--- src/rtl/dll_tx_arbiter.sv ---
// DLL transmit arbiter: DLLP, replay and new-TLP sources onto one PIPE path.
// Packet-atomic locking, link-state gating, bounded TLP starvation.
module dll_tx_arbiter #(
  parameter int DATA_W       = 256,
  parameter int STARVE_LIMIT = 8
) (
  input  logic              sclk,
  input  logic              srst_n,
  input  logic [1:0]        dlcm_state_i,
  input  logic              dllp_valid_i,
  input  logic [DATA_W-1:0] dllp_data_i,
  output logic              dllp_ready_o,
  input  logic              rpl_valid_i,
  input  logic [DATA_W-1:0] rpl_data_i,
  input  logic              rpl_last_i,
  output logic              rpl_ready_o,
  input  logic              tlp_valid_i,
  input  logic [DATA_W-1:0] tlp_data_i,
  input  logic              tlp_last_i,
  output logic              tlp_ready_o,
  input  logic              pipe_ready_i,
  output logic              pipe_valid_o,
  output logic [DATA_W-1:0] pipe_data_o,
  output logic [1:0]        pipe_src_o,
  output logic [7:0]        starve_cnt_o
);

  typedef enum logic [1:0] {
    IDLE     = 2'd0,
    LOCK_RPL = 2'd1,
    LOCK_TLP = 2'd2
  } state_t;

  localparam logic [1:0] SRC_DLLP = 2'd0;
  localparam logic [1:0] SRC_RPL  = 2'd1;
  localparam logic [1:0] SRC_TLP  = 2'd2;

  localparam logic [1:0] DL_INACTIVE = 2'd0;
  localparam logic [1:0] DL_ACTIVE   = 2'd3;

  localparam logic [7:0] LIMIT = 8'(STARVE_LIMIT);

  state_t state_q;
  state_t state_d;

  logic              load_en;
  logic              link_up;
  logic              dllp_ok;
  logic              rpl_ok;
  logic              tlp_ok;
  logic              promote;
  logic              gnt_dllp;
  logic              gnt_rpl;
  logic              gnt_tlp;
  logic              hs_dllp;
  logic              hs_rpl;
  logic              hs_tlp;
  logic              hs_any;
  logic [DATA_W-1:0] sel_data;
  logic [1:0]        sel_src;
  logic [7:0]        starve_d;

  assign load_en = ~pipe_valid_o | pipe_ready_i;
  assign link_up = (dlcm_state_i == DL_ACTIVE);

  assign dllp_ok = dllp_valid_i & (dlcm_state_i != DL_INACTIVE);
  assign rpl_ok  = rpl_valid_i & link_up;
  assign tlp_ok  = tlp_valid_i & link_up;
  assign promote = tlp_ok & (starve_cnt_o >= LIMIT);

  // Grant selection: priority in IDLE, locked source only otherwise.
  always_comb begin
    gnt_dllp = 1'b0;
    gnt_rpl  = 1'b0;
    gnt_tlp  = 1'b0;
    unique case (state_q)
      IDLE: begin
        if (promote)      gnt_tlp  = 1'b1;
        else if (rpl_ok)  gnt_rpl  = 1'b1;
        else if (dllp_ok) gnt_dllp = 1'b1;
        else if (tlp_ok)  gnt_tlp  = 1'b1;
      end
      LOCK_RPL: gnt_rpl = rpl_ok;
      LOCK_TLP: gnt_tlp = tlp_ok;
      default: ;
    endcase
  end

  // A grant only completes when the output register can take the beat;
  // reset masks readies so nothing handshakes while the block is held.
  assign hs_dllp = gnt_dllp & load_en & srst_n;
  assign hs_rpl  = gnt_rpl  & load_en & srst_n;
  assign hs_tlp  = gnt_tlp  & load_en & srst_n;
  assign hs_any  = hs_dllp | hs_rpl | hs_tlp;

  assign dllp_ready_o = hs_dllp;
  assign rpl_ready_o  = hs_rpl;
  assign tlp_ready_o  = hs_tlp;

  // Steer the accepted beat and its source tag into the output stage.
  always_comb begin
    sel_data = '0;
    sel_src  = SRC_DLLP;
    unique case (1'b1)
      hs_tlp: begin
        sel_data = tlp_data_i;
        sel_src  = SRC_TLP;
      end
      hs_rpl: begin
        sel_data = rpl_data_i;
        sel_src  = SRC_RPL;
      end
      hs_dllp: begin
        sel_data = dllp_data_i;
        sel_src  = SRC_DLLP;
      end
      default: ;
    endcase
  end

  // Next-state: lock on a non-final beat, release on last beat or link drop.
  always_comb begin
    state_d = state_q;
    unique case (state_q)
      IDLE: begin
        if (hs_rpl & ~rpl_last_i)      state_d = LOCK_RPL;
        else if (hs_tlp & ~tlp_last_i) state_d = LOCK_TLP;
      end
      LOCK_RPL: begin
        if (!link_up)                 state_d = IDLE;
        else if (hs_rpl & rpl_last_i) state_d = IDLE;
      end
      LOCK_TLP: begin
        if (!link_up)                 state_d = IDLE;
        else if (hs_tlp & tlp_last_i) state_d = IDLE;
      end
      default: state_d = IDLE;
    endcase
  end

  // Starvation count: grows while an eligible TLP loses IDLE arbitration.
  always_comb begin
    starve_d = starve_cnt_o;
    if (hs_tlp || !tlp_valid_i) begin
      starve_d = 8'd0;
    end else if ((state_q == IDLE) && load_en && tlp_ok &&
                 (gnt_rpl | gnt_dllp) && (starve_cnt_o != 8'hFF)) begin
      starve_d = starve_cnt_o + 8'd1;
    end
  end

  // FSM and starvation state registers.
  always_ff @(posedge sclk) begin
    if (!srst_n) begin
      state_q      <= IDLE;
      starve_cnt_o <= 8'd0;
    end else begin
      state_q      <= state_d;
      starve_cnt_o <= starve_d;
    end
  end

  // Single output register; holds under backpressure, drains on ready.
  always_ff @(posedge sclk) begin
    if (!srst_n) begin
      pipe_valid_o <= 1'b0;
      pipe_data_o  <= '0;
      pipe_src_o   <= SRC_DLLP;
    end else if (hs_any) begin
      pipe_valid_o <= 1'b1;
      pipe_data_o  <= sel_data;
      pipe_src_o   <= sel_src;
    end else if (pipe_ready_i) begin
      pipe_valid_o <= 1'b0;
    end
  end

endmodule

--- config.mk ---
export PLATFORM = sky130hd
export DESIGN_NAME = dll_tx_arbiter
export DESIGN_NICKNAME = d
export VERILOG_FILES = /design/src/rtl/dll_tx_arbiter.sv
export SDC_FILE = /design/constraint.sdc
export NUM_CORES = 1
export LEC_CHECK = 0
export CORE_AREA = 2 2 406 408
export CTS_BUF_LIST = sky130_fd_sc_hd__clkbuf_8
export DETAILED_ROUTE_END_ITERATION = 10
export DIE_AREA = 0 0 408 410
export GPL_TIMING_DRIVEN = 0
export PLACE_DENSITY = 0.34
export SLEW_MARGIN = 20
export SYNTH_ARGS = -nofsm -noshare
export SYNTH_HDL_FRONTEND = slang
export SYNTH_SLANG_ARGS = --single-unit
--- constraint.sdc ---
create_clock -name sclk -period 1.7 [get_ports sclk]
set_input_delay 0.34 -clock sclk [delete_from_list [all_inputs] [get_ports sclk]]
set_output_delay 0.34 -clock sclk [all_outputs]
set_load 0.02 [all_outputs]
==> tab_implementation.tex <==
\begin{tabular}{lr}
\hline
Metric & Value \\
\hline
\multicolumn{2}{l}{\textbf{STA}} \\
Final cycle utilization of the critical path & 147.1\% \\
Transition time at the pin with the least slew margin & 0.9237 ns \\
Number of failing hold endpoints at the final stage & 0 \\
Final worst setup slack & -0.7999 ns \\
Worst relative slew slack & 38.42\% \\
Shortest period the worst path allows & 2.500 ns \\
Unrepaired setup endpoints after global routing & yes \\
Final Max Tran Viols & 0 \\
Number of endpoints failing setup at the final stage & 269 \\
Timing-limited maximum frequency & 0.4000 GHz \\
Setup Skew & 0.04147 ns \\
\multicolumn{2}{l}{\textbf{Global routing}} \\
Pin count of the biggest net entering global routing & 16 \\
GRT met3 Usage & 5.954\% \\
Met2 GRT Util & 29.53\% \\
Antenna violations before repair & 114 \\
Wire length of the first global-routing pass & 191.1 mm \\
Layer with the highest usage & met2 \\
Vias in the first global route & 19020 \\
Met1 routing resource usage after global routing & 20.20\% \\
Global route overflow & 0 \\
Total global-route track usage & 17.13\% \\
\multicolumn{2}{l}{\textbf{Clocking}} \\
Number of buffers inserted during clock tree synthesis & 61 \\
Count of hold-fix buffers inserted at cts & 0 \\
Clock H-tree levels & 2 \\
Root Driver & clkbuf\_8 \\
TritonCTS sink count & 269 \\
Worst-Skew Late Latency & 0.75 ns \\
Clock tree from TritonCTS & built \\
Clk pin slew, worst setup/hold paths & 0.06 ns \\
Maximum buffer depth of the clock tree & 3 \\
\multicolumn{2}{l}{\textbf{Critical path}} \\
Type of destination of the critical path & output pin \\
Worst-path fanout max & 4 \\
Critical Path Source Type & register \\
Category of the most critical setup path & reg2out \\
Crit path DAT & 2.16 ns \\
Critical path data required time & 1.36 ns \\
\multicolumn{2}{l}{\textbf{Cells and area}} \\
Layout cell share with drive strength beyond 1 & 27.74\% \\
Filler instances & 18350 \\
Area of combinational cells with multiple inputs & 6513 um2 \\
Synth-to-layout area growth & 128.7\% \\
Most frequent cells in the layout & clkdlybuf4s50\_1 (777), nand4\_1 (257), a222oi\_1 (256), a21boi\_1 (255), dfxtp\_1 (220) \\
Most common library cell in the layout ignoring fill and taps & clkdlybuf4s50\_1 \\
Area of all sequential standard cells & 5477 um2 \\
Post-route insts no fill & 4777 \\
Number of nets in the layout & 3304 \\
\multicolumn{2}{l}{\textbf{Min path}} \\
Path class of the lowest-slack min-delay path & in2reg \\
\multicolumn{2}{l}{\textbf{Power and ir drop}} \\
Net load switching power & 6.607 mW \\
Internal Dissipation & 14.13 mW \\
Switching Fraction & 31.87\% \\
Cell leakage power & 10.88 nW \\
Power density of the placed cells & 704.0 nW/um2 \\
Max rail drop VDD & 479.3 uV \\
Register share of total power & 33.5\% \\
Final Power & 20.73 mW \\
Fraction of power consumed by the clock network & 39.9\% \\
Share of power burned in combinational logic & 26.6\% \\
\multicolumn{2}{l}{\textbf{Outcome}} \\
Status & complete, but fails checks \\
Failing checks & setup timing \\
\multicolumn{2}{l}{\textbf{Routing}} \\
First-pass DRT Iterations & 8 \\
DRT Wirelength & 152.3 mm \\
DR DRC count & 0 \\
Detail-routed net length per standard cell & 31.89 um \\
ANT nets after route & 0 \\
Total number of vias & 19130 \\
Detailed Route Iter0 Violations & 2429 \\
Post-DR vias/cell & 4.004 \\
\multicolumn{2}{l}{\textbf{Placed design}} \\
Weighted congestion reported at the end of routability-driven placement & 0.8613 \\
\# placed instances & 4530 \\
Post-DP HPWL & 124.3 mm \\
Buffers added on ports & 1047 \\
\multicolumn{2}{l}{\textbf{Synthesis}} \\
Cell area after synthesis & 12880 um2 \\
Synthesis-stage register bit count & 269 \\
Dominant register cell in the synthesized netlist & dfxtp\_1 \\
Synth cell types & 41 \\
Count of yosys warnings during synthesis & 0 \\
Sequential-to-total area share from yosys stat & 41.82\% \\
Mean post-synth cell area & 9.951 um2 \\
Post-Syn Nets & 2074 \\
Gate count of the mapped netlist & 1294 \\
Number of enable flip-flop cells after synthesis & 0 \\
Async set-or-reset flop fraction in the synthesized netlist & 0\% \\
\multicolumn{2}{l}{\textbf{Die}} \\
Number of placed I/O pins & 1048 \\
Effective utilization at floorplan & 7.875\% \\
Chip width & 408 um \\
Core Footprint & 163500 um2 \\
Placement row count & 149 \\
Area of the die & 167300 um2 \\
Height of the die & 410 um \\
\multicolumn{2}{l}{\textbf{Job}} \\
Number of violations of the max-capacitance limit & 0 \\
\hline
\end{tabular}
[cell type report]
class,instances,share of cell area [%]
Timing Repair Buffer,1175,38.42
Multi-Input combinational cell,820,22.11
Sequential cell,269,18.60
Tap cell,2189,9.300
Buffer,191,6.874
Clock buffer,75,3.505
Clock inverter,31,0.8072
Inverter,6,0.2039
Antenna cell,21,0.1784
[flip-flops by register name, indices dropped and copies added, names as in the netlist]
register,cells
state_q,2
starve_cnt_o,8
pipe_src_o,2
pipe_data_o,256
pipe_valid_o,1
[critical path, stage by stage, from the launching register on]
cell and delay, ns:
dfxtp_4 0.36, nor3_4 0.23, nand2_2 0.10, a211o_1 0.32, buf_12 0.16, clkinv_8 0.05
buf_8 0.09, buf_6 0.11
[worst paths after layout]
check                         from               end  slack, ns  cells after the start
setup / recovery   starve_cnt_o[4]      dllp_ready_o      -0.80                      7
hold / removal          tlp_last_i        state_q[1]       0.19                      2
setup reg to reg   starve_cnt_o[4]   pipe_data_o[94]      -0.78                      9
hold reg to reg   pipe_data_o[101]  pipe_data_o[101]       0.47                      2
[metrics by stage]
step                      TNS, ns  hold slack [ns]  cell area, um2  utilization (%)  worst slack, ns
after floorplan                 0           0.4355           12910                -         0.009723
after global placement    -497.50           0.4550           26130            15.98           -2.552
after detailed placement  -408.82           0.4594           26130            15.98           -2.041
after CTS                 -285.37          0.07907           29450            18.01          -0.9299
after global routing      -176.76           0.1491           29420            17.99          -0.9225
final                     -151.41           0.1948           29450            18.01          -0.7999
[routing by layer]
metal | wire length, um | up-vias
met5 | 301 | -
met3 | 14000 | 317
li1 | - | 8132
met1 | 59810 | 9517
met2 | 73370 | 1115
met4 | 4857 | 48
[kinds of logic after synthesis]
kind of cell,after synthesis,share of synthesized area (%)
compound gates,526,35.71
xor+xnor,1,0.06803
fa+ha+maj,2,0.1943
buf+inv,205,8.143
flops,269,41.82
mux,2,0.1555
simple gates,289,13.91
[synth_stat cells, drive strengths merged, types with 2 or more instances]
library cell | n | area, um2
a211o | 2 | 17.52
mux2i | 2 | 20.02
nor2 | 5 | 18.77
dfxtp | 269 | 5385
nand4 | 257 | 1608
inv | 5 | 23.77
nand3 | 4 | 20.02
nor3 | 3 | 20.02
and3 | 2 | 17.52
o2111ai | 3 | 26.28
clkbuf | 98 | 367.9
and2 | 5 | 31.28
buf | 101 | 651.9
a222oi | 256 | 2562
nand2b | 2 | 12.51
ha | 2 | 25.02
a21boi | 257 | 1929
nand2 | 8 | 37.54
[what timing repair did]
action	in CTS	in global routing
resized for setup	446	1074
pin swaps	85	259
buffers inserted	71	41
endpoints found under the setup margin	535	526
cloned	14	16
[power by group through the flow]
| stage | Clock [mW] | Sequential (mW) | Combinational [mW] |
|---|---|---|---|
| after floorplan | 0 | 7.46 | 1.08 |
| after global placement | 0 | 7.06 | 5.29 |
| after detailed placement | 0 | 7.06 | 5.28 |
| after CTS | 8.70 | 6.94 | 5.63 |
| after global routing | 8.89 | 6.99 | 5.81 |
| final | 8.26 | 6.94 | 5.53 |
No activity file was read; power rests on OpenSTA's default activity.
